==> src/rtl/mem_rr_arbiter.sv <==
// Two-requester round-robin arbiter that sequences one read/write at a time
// onto a single-port valid/ready memory, returns a per-port done pulse with
// read data, and aborts a memory access that exceeds a timeout.
`timescale 1ns/1ps

module mem_rr_arbiter #(
  parameter int WIDTH      = 16,
  parameter int ADDR_WIDTH = 4,
  parameter int TIMEOUT    = 16
) (
  input  logic                  clk_i,
  input  logic                  rst_i,
  // Port A
  input  logic                  a_valid_i,
  input  logic                  a_wr_rd_i,
  input  logic [ADDR_WIDTH-1:0] a_addr_i,
  input  logic [WIDTH-1:0]      a_wdata_i,
  output logic                  a_ready_o,
  output logic [WIDTH-1:0]      a_rdata_o,
  output logic                  a_err_o,
  // Port B
  input  logic                  b_valid_i,
  input  logic                  b_wr_rd_i,
  input  logic [ADDR_WIDTH-1:0] b_addr_i,
  input  logic [WIDTH-1:0]      b_wdata_i,
  output logic                  b_ready_o,
  output logic [WIDTH-1:0]      b_rdata_o,
  output logic                  b_err_o,
  // Memory side
  output logic                  m_valid_o,
  output logic                  m_wr_rd_o,
  output logic [ADDR_WIDTH-1:0] m_addr_o,
  output logic [WIDTH-1:0]      m_wdata_o,
  input  logic                  m_ready_i,
  input  logic [WIDTH-1:0]      m_rdata_i,
  output logic                  busy_o
);

  localparam int                TMR_W    = $clog2(TIMEOUT);
  localparam logic [TMR_W-1:0]  TMR_LAST = TMR_W'(TIMEOUT - 1);

  typedef enum logic [1:0] {
    IDLE  = 2'd0,
    ISSUE = 2'd1,
    RESP  = 2'd2
  } state_t;

  state_t                  state_q;
  state_t                  state_d;
  logic                    grant_a;
  logic                    grant_b;
  logic                    mem_done;
  logic                    mem_abort;
  logic                    last_grant_b_q;
  logic                    sel_b_q;
  logic                    cmd_wr_q;
  logic [ADDR_WIDTH-1:0]   cmd_addr_q;
  logic [WIDTH-1:0]        cmd_wdata_q;
  logic [TMR_W-1:0]        timer_q;

  assign m_wr_rd_o = cmd_wr_q;
  assign m_addr_o  = cmd_addr_q;
  assign m_wdata_o = cmd_wdata_q;
  assign busy_o    = (state_q != IDLE);

  // State register
  always_ff @(posedge clk_i or negedge rst_i) begin
    if (!rst_i) state_q <= IDLE;
    else        state_q <= state_d;
  end

  // Next-state logic: arbitration in IDLE, completion/timeout detection in ISSUE
  always_comb begin
    state_d   = state_q;
    grant_a   = 1'b0;
    grant_b   = 1'b0;
    mem_done  = 1'b0;
    mem_abort = 1'b0;
    case (state_q)
      IDLE: begin
        // On a tie the port that did not win last time goes first
        if (a_valid_i && (!b_valid_i || last_grant_b_q)) begin
          grant_a = 1'b1;
        end else if (b_valid_i) begin
          grant_b = 1'b1;
        end
        if (grant_a || grant_b) state_d = ISSUE;
      end
      ISSUE: begin
        if (m_ready_i) begin
          mem_done = 1'b1;
          state_d  = RESP;
        end else if (timer_q == TMR_LAST) begin
          mem_abort = 1'b1;
          state_d   = RESP;
        end
      end
      RESP:    state_d = IDLE;
      default: state_d = IDLE;
    endcase
  end

  // Command capture on grant so the memory sees a stable request
  always_ff @(posedge clk_i or negedge rst_i) begin
    if (!rst_i) begin
      last_grant_b_q <= 1'b1;
      sel_b_q        <= 1'b0;
      cmd_wr_q       <= 1'b0;
      cmd_addr_q     <= '0;
      cmd_wdata_q    <= '0;
    end else if (grant_a) begin
      last_grant_b_q <= 1'b0;
      sel_b_q        <= 1'b0;
      cmd_wr_q       <= a_wr_rd_i;
      cmd_addr_q     <= a_addr_i;
      cmd_wdata_q    <= a_wdata_i;
    end else if (grant_b) begin
      last_grant_b_q <= 1'b1;
      sel_b_q        <= 1'b1;
      cmd_wr_q       <= b_wr_rd_i;
      cmd_addr_q     <= b_addr_i;
      cmd_wdata_q    <= b_wdata_i;
    end
  end

  // Memory wait timer, cleared on grant and counting each unanswered ISSUE cycle
  always_ff @(posedge clk_i or negedge rst_i) begin
    if (!rst_i) begin
      timer_q <= '0;
    end else if (grant_a || grant_b) begin
      timer_q <= '0;
    end else if ((state_q == ISSUE) && !mem_done && !mem_abort) begin
      timer_q <= timer_q + 1'b1;
    end
  end

  // Memory request strobe, raised on grant and dropped after completion or abort
  always_ff @(posedge clk_i or negedge rst_i) begin
    if (!rst_i) begin
      m_valid_o <= 1'b0;
    end else if (grant_a || grant_b) begin
      m_valid_o <= 1'b1;
    end else if (mem_done || mem_abort) begin
      m_valid_o <= 1'b0;
    end
  end

  // Per-port response: one-cycle done pulse, error flag, and held read data
  always_ff @(posedge clk_i or negedge rst_i) begin
    if (!rst_i) begin
      a_ready_o <= 1'b0;
      a_err_o   <= 1'b0;
      a_rdata_o <= '0;
      b_ready_o <= 1'b0;
      b_err_o   <= 1'b0;
      b_rdata_o <= '0;
    end else begin
      a_ready_o <= 1'b0;
      a_err_o   <= 1'b0;
      b_ready_o <= 1'b0;
      b_err_o   <= 1'b0;
      if (mem_done || mem_abort) begin
        if (sel_b_q) begin
          b_ready_o <= 1'b1;
          b_err_o   <= mem_abort;
          if (mem_done && !cmd_wr_q) b_rdata_o <= m_rdata_i;
        end else begin
          a_ready_o <= 1'b1;
          a_err_o   <= mem_abort;
          if (mem_done && !cmd_wr_q) a_rdata_o <= m_rdata_i;
        end
      end
    end
  end

endmodule

==> config.mk <==
export PLATFORM = sky130hd
export DESIGN_NAME = mem_rr_arbiter
export DESIGN_NICKNAME = d
export VERILOG_FILES = /design/src/rtl/mem_rr_arbiter.sv
export SDC_FILE = /design/constraint.sdc
export NUM_CORES = 1
export LEC_CHECK = 0
export ABC_AREA = 1
export CAP_MARGIN = 30
export CORE_ASPECT_RATIO = 2
export CORE_MARGIN = 1
export CORE_UTILIZATION = 35
export CTS_BUF_LIST = sky130_fd_sc_hd__clkbuf_2
export CTS_CLUSTER_SIZE = 40
export DETAILED_ROUTE_END_ITERATION = 8
export HOLD_SLACK_MARGIN = 0.08
export PLACE_DENSITY = 0.74
export SYNTH_ARGS = -nofsm -noshare
export SYNTH_HDL_FRONTEND = slang
export SYNTH_SLANG_ARGS = --single-unit
==> constraint.sdc <==
create_clock -name clk_i -period 1.7 [get_ports clk_i]
set_clock_uncertainty 0.05 [all_clocks]
set_input_delay 0.51 -clock clk_i [delete_from_list [all_inputs] [get_ports clk_i]]
set_output_delay 0.51 -clock clk_i [all_outputs]
set_load 0.01 [all_outputs]
Word-level counts from Yosys, hierarchy flattened

Cells that the tools add are included.

Flip-flop bits (word level): 66
Latch bits: 0
Memory bits (writable): 0
Memory bits (read-only): 0
Input bits: 63
Output and inout port bits: 59
Logic and storage cells: 76
Memories kept: 0

$add $sub $neg: 1
$mul: 0
Div/mod/pow operators: 0
Order comparisons: 0
Equality and inequality tests: 4
Shift-type cells: 0
Muxes and demuxes: 36
Bitwise logic cells: 1
Reductions and logical operators: 20

Operators by type and width:

| operator                                       | count |
|---|---|
| 2-to-1 mux 16 bit                              | 2 |
| 2-to-1 mux 1 bit                               | 26 |
| 2-to-1 mux 4 bit                               | 4 |
| nonzero test 2 bit                             | 4 |
| 2-to-1 mux 2 bit                               | 3 |
| AND reduction 3 bit                            | 2 |
| adder 4 x 1 -> 4 bit (second input constant)   | 1 |
| == test 4 bit (second input constant)          | 1 |
| logical AND 1 bit                              | 4 |
| logical NOT 1 bit                              | 4 |
| logical OR 1 bit                               | 4 |
| one-hot mux 2 bit (2 select lines)             | 1 |
| != test 3 bit (second input constant)          | 1 |
| == test 2 x 1 -> 1 bit (second input constant) | 1 |
| logical NOT 2 bit                              | 1 |
| != test 2 bit (second input constant)          | 1 |
| AND reduction 2 bit                            | 1 |
| inverter 1 bit                                 | 1 |

Depth between registers and ports, before layout

Depth after elaboration: 8
Mapped depth: 7

Worst setup path after synthesis

No wires, ideal clock.

Path type: flip-flop to output port
From: register state_q[0]
To: output busy_o
Arrival time: 0.920 ns
Data required time: 1.140 ns
Path slack: 0.220 ns
Stages on the path, launching flop included: 4
Cell sequence: dfrtp_1 > nor2_2 > buf_2 > inv_1

Word-level cells in the longest chain between the ends: 1

RTL lines:

| item                   | line | source |
|---|---|---|
| start, declared        | 48   | `state_t state_q;` |
| start signal, assigned | 69   | `else state_q <= state_d;` |
| nonzero test 2 bit     | 64   | `assign busy_o = (state_q != IDLE);` |
| end, declared          | 36   | `output logic busy_o` |

No other way between the ends.

Worst setup path in the final report

Same ends and word-level chain as after synthesis.

==> results.md <==
- Status: finished with violations
- Failing checks: setup timing
- CTS tree: yes
- Pleak: approximately 2.6 nW
- Worst Path Arrival: 1.28 ns
- Max-Cap Viols: 0
- Critical path launch point: state_q[0]
- Reg2reg start: state_q[0]
- Area contributors post-synth: dfrtp_1, nand2_1, inv_1, nand3_1, nand4_1
- H-Tree Level Count: 3
- Synth-to-layout area growth: 47.69%
- #FFs+latches synth: 66
- Die extent in y: 133.6 um
- Initial antenna violation count: 1
- Xor and xnor area share after synthesis: 0%
- WL final: 8128 um
- Via density: 4.674
- Final hold vios: 0
- Top cell type's share of synthesized area: 53.63%
- Tcrit/Tclk final: 108.2%
- Achievable Freq: 543.6 MHz
- Main combinational cell family by area after synthesis: simple AND/OR/NAND/NOR gates
- Post-synthesis simple-gate area fraction: 34.69%
- First-pass GRT wire length: 13030 um
- Routed length on met1: 2956 um
- Nets: 604
- Worst setup SP type: flip-flop
- Met3 routed WL: around 380 um
- DR DRC count: 0
- Post-synthesis adder-cell area fraction: 0.4125%
- Final instance area: 4479 um^2
- Fin crit period: about 1.8 ns
- Finished Layout Cells: roughly 640
- Setup CP Type: flip-flop to primary output
- Sink Count: 66
- Bufs on Longest Clock Path: 2
- All-Layer GR Usage: 19.32%
- Die Width: between 60 and 70 um
- I/O pins: 122
- Sequential element share of the synthesized area: a little over half
- Synth unique cells: 23
- DR top layer: met4
- Die area: 9064 um^2
- Pwr Total: 6.980 mW
- Worst Path Required: 1.14 ns
- Final setup fails: 1
- Synth Area in Compound Gates: 0.7838%
- Worst min path class: flip-flop to flip-flop
- Final setup margin: -0.1395 ns
- Root Buffer: clkbuf_2
- WL/cell: around 13 um
- Initial DRC Count: 145
- Via count: 3010
- Vias in the first global route: 2950
- Mapped Cells: 384
- GP Congestion: 0.7553
- Port Buffers: 121
- DRT antenna net count: 0
- Layout cell share with drive strength beyond 1: 23.49%
- CP Max Fanout: 2
- Max VDD drop: about 640 uV
- Syn. warnings: 0
- Drt first pass iters: 4
- Layout filler cell count: 806
- Max-slew violations: 0
- Cell area after synthesis: 3033 um^2
- Mux contribution to synthesized area: 0%
- Core ar.: 8351 um^2
- Initial Util: 36.32%
- Pwr/cell area: 1558 nW/um^2
- Num CTS Buffers: 9
- RSZ-0062 raised after global routing: yes
- Worst-Margin Slew: 0.3644 ns
- WL met2: 4585 um
- Min-delay src: b_rdata_o[10]
- FP Rows: 47
- Cell taking the most area after synthesis: dfrtp_1
- Reg clk slew, reported paths: ~0.17 ns
- Avg Inst Size Synth: 7.898 um^2
- Worst Setup End Kind: primary output
- Inst Count DP: about 600
- Placed Area: around 4500 um^2
- Clk Latency, worst-skew pair: 0.51 ns
- Hold slack final: 0.4488 ns
- Syn Nets: approximately 450
- Grt ovf: 0
- Largest net degree at the start of global routing: 67
- Slew headroom: around three quarters
- Dpl hpwl: 6001 um
- Dpl ws: -0.2194 ns
per-layer routing:
| metal | vias up | track usage [%] |
|---|---|---|
| li1 | 1500 | - |
| met1 | 1407 | 19.75 |
| met2 | 88 | 34.60 |
| met3 | 15 | 4.880 |
| met4 | 0 | 9.375 |
| met5 | - | 0 |
layout make-up:
class	count	area, um^2	share of cell area, %
inverters	52	196.4	4.385
multi-input cells	249	1089	24.30
flip-flops and latches	66	1653	36.90
clock inverters	6	57.56	1.285
diodes	1	2.502	0.05587
clock buffers	10	50.05	1.117
repair buffers	162	1309	29.22
well taps	98	122.6	2.737
through the flow:
step / utilization [%] / TNS [ns]
2_1_floorplan: - / 0
3_3_place_gp: 53.30 / -7.435
3_5_place_dp: 53.30 / -9.046
4_1_cts: 52.61 / -0.2123
5_1_grt: 53.64 / -1.281
6_report: 53.64 / -0.1395
what timing repair did:
action / in CTS / in global routing
endpoints found under the hold margin: 65 / 0
gates cloned: 0 / 0
hold buffers: 1 / 0
buffers inserted: 16 / 6
endpoints found under the setup margin: 59 / 63
pin swaps: 1 / 1
gates resized for setup: 236 / 7
final timing paths:
kind	cells past startpoint	slack, ns	endpoint
worst min-delay path	2	0.45	b_rdata_o[10]
min in group asynchronous	3	0.47	b_rdata_o[14]
worst min register to register	2	0.45	b_rdata_o[10]
max in group asynchronous	3	0.76	last_grant_b_q
worst max-delay path	3	-0.14	busy_o
worst max register to register	6	0.11	m_wdata_o[6]
synth_stat cells (all sizes together):
| library cell | count |
|---|---|
| nand2 | 176 |
| dfrtp | 65 |
| inv | 52 |
| nand3 | 30 |
| nand4 | 24 |
| buf | 13 |
| nor2 | 11 |
| clkbuf | 4 |
| o21ai | 4 |
| dfstp | 1 |
| ha | 1 |
| nand3b | 1 |
| nor3 | 1 |
| or2 | 1 |
report_power, final:
group | internal [mW] | switching, mW | leakage (nW)
Clock | 0.336 | 0.544 | 0.0731
Combinational | 1.59 | 1.84 | 1.65
Sequential | 2.27 | 0.400 | 0.829
logic make-up after synthesis:
group | count (synthesis)
AO/OA/AOI/OAI | 4
flip-flops | 66
AND/OR/NAND/NOR | 244
adder cells (fa/ha/maj) | 1
buffers and inverters | 69
worst max-delay path, cell delays in order, from the launching register on:
cell,delay (ns)
dfrtp_1,0.42
nor2_2,0.15
inv_1,0.07
buf_2,0.14
placed cells by master (no fill, tap or decap), types with 2 or more instances in the layout:
master | synthesis | routed
nor2_1 | 7 | 7
nand3_1 | 30 | 30
buf_4 | 2 | 36
buf_6 | 2 | 6
dfrtp_1 | 65 | 65
o21ai_0 | 2 | 2
nor2_2 | 2 | 2
buf_2 | 8 | 54
inv_1 | 49 | 49
clkinv_2 | 0 | 4
inv_2 | 3 | 2
clkbuf_2 | 0 | 10
buf_12 | 0 | 4
clkdlybuf4s50_1 | 0 | 61
nand2_1 | 175 | 175
nor2_4 | 2 | 2
nand4_1 | 24 | 24
state kept, by name, indices dropped and copies added, names as in the netlist:
register,flops
m_wdata_o,16
m_wr_rd_o,1
a_rdata_o,16
b_rdata_o,16
m_valid_o,1
a_err_o,1
last_grant_b_q,1
sel_b_q,1
timer_q,4
b_ready_o,1
m_addr_o,4
a_ready_o,1
b_err_o,1
state_q,2
Power figures use the tool's default switching activity.
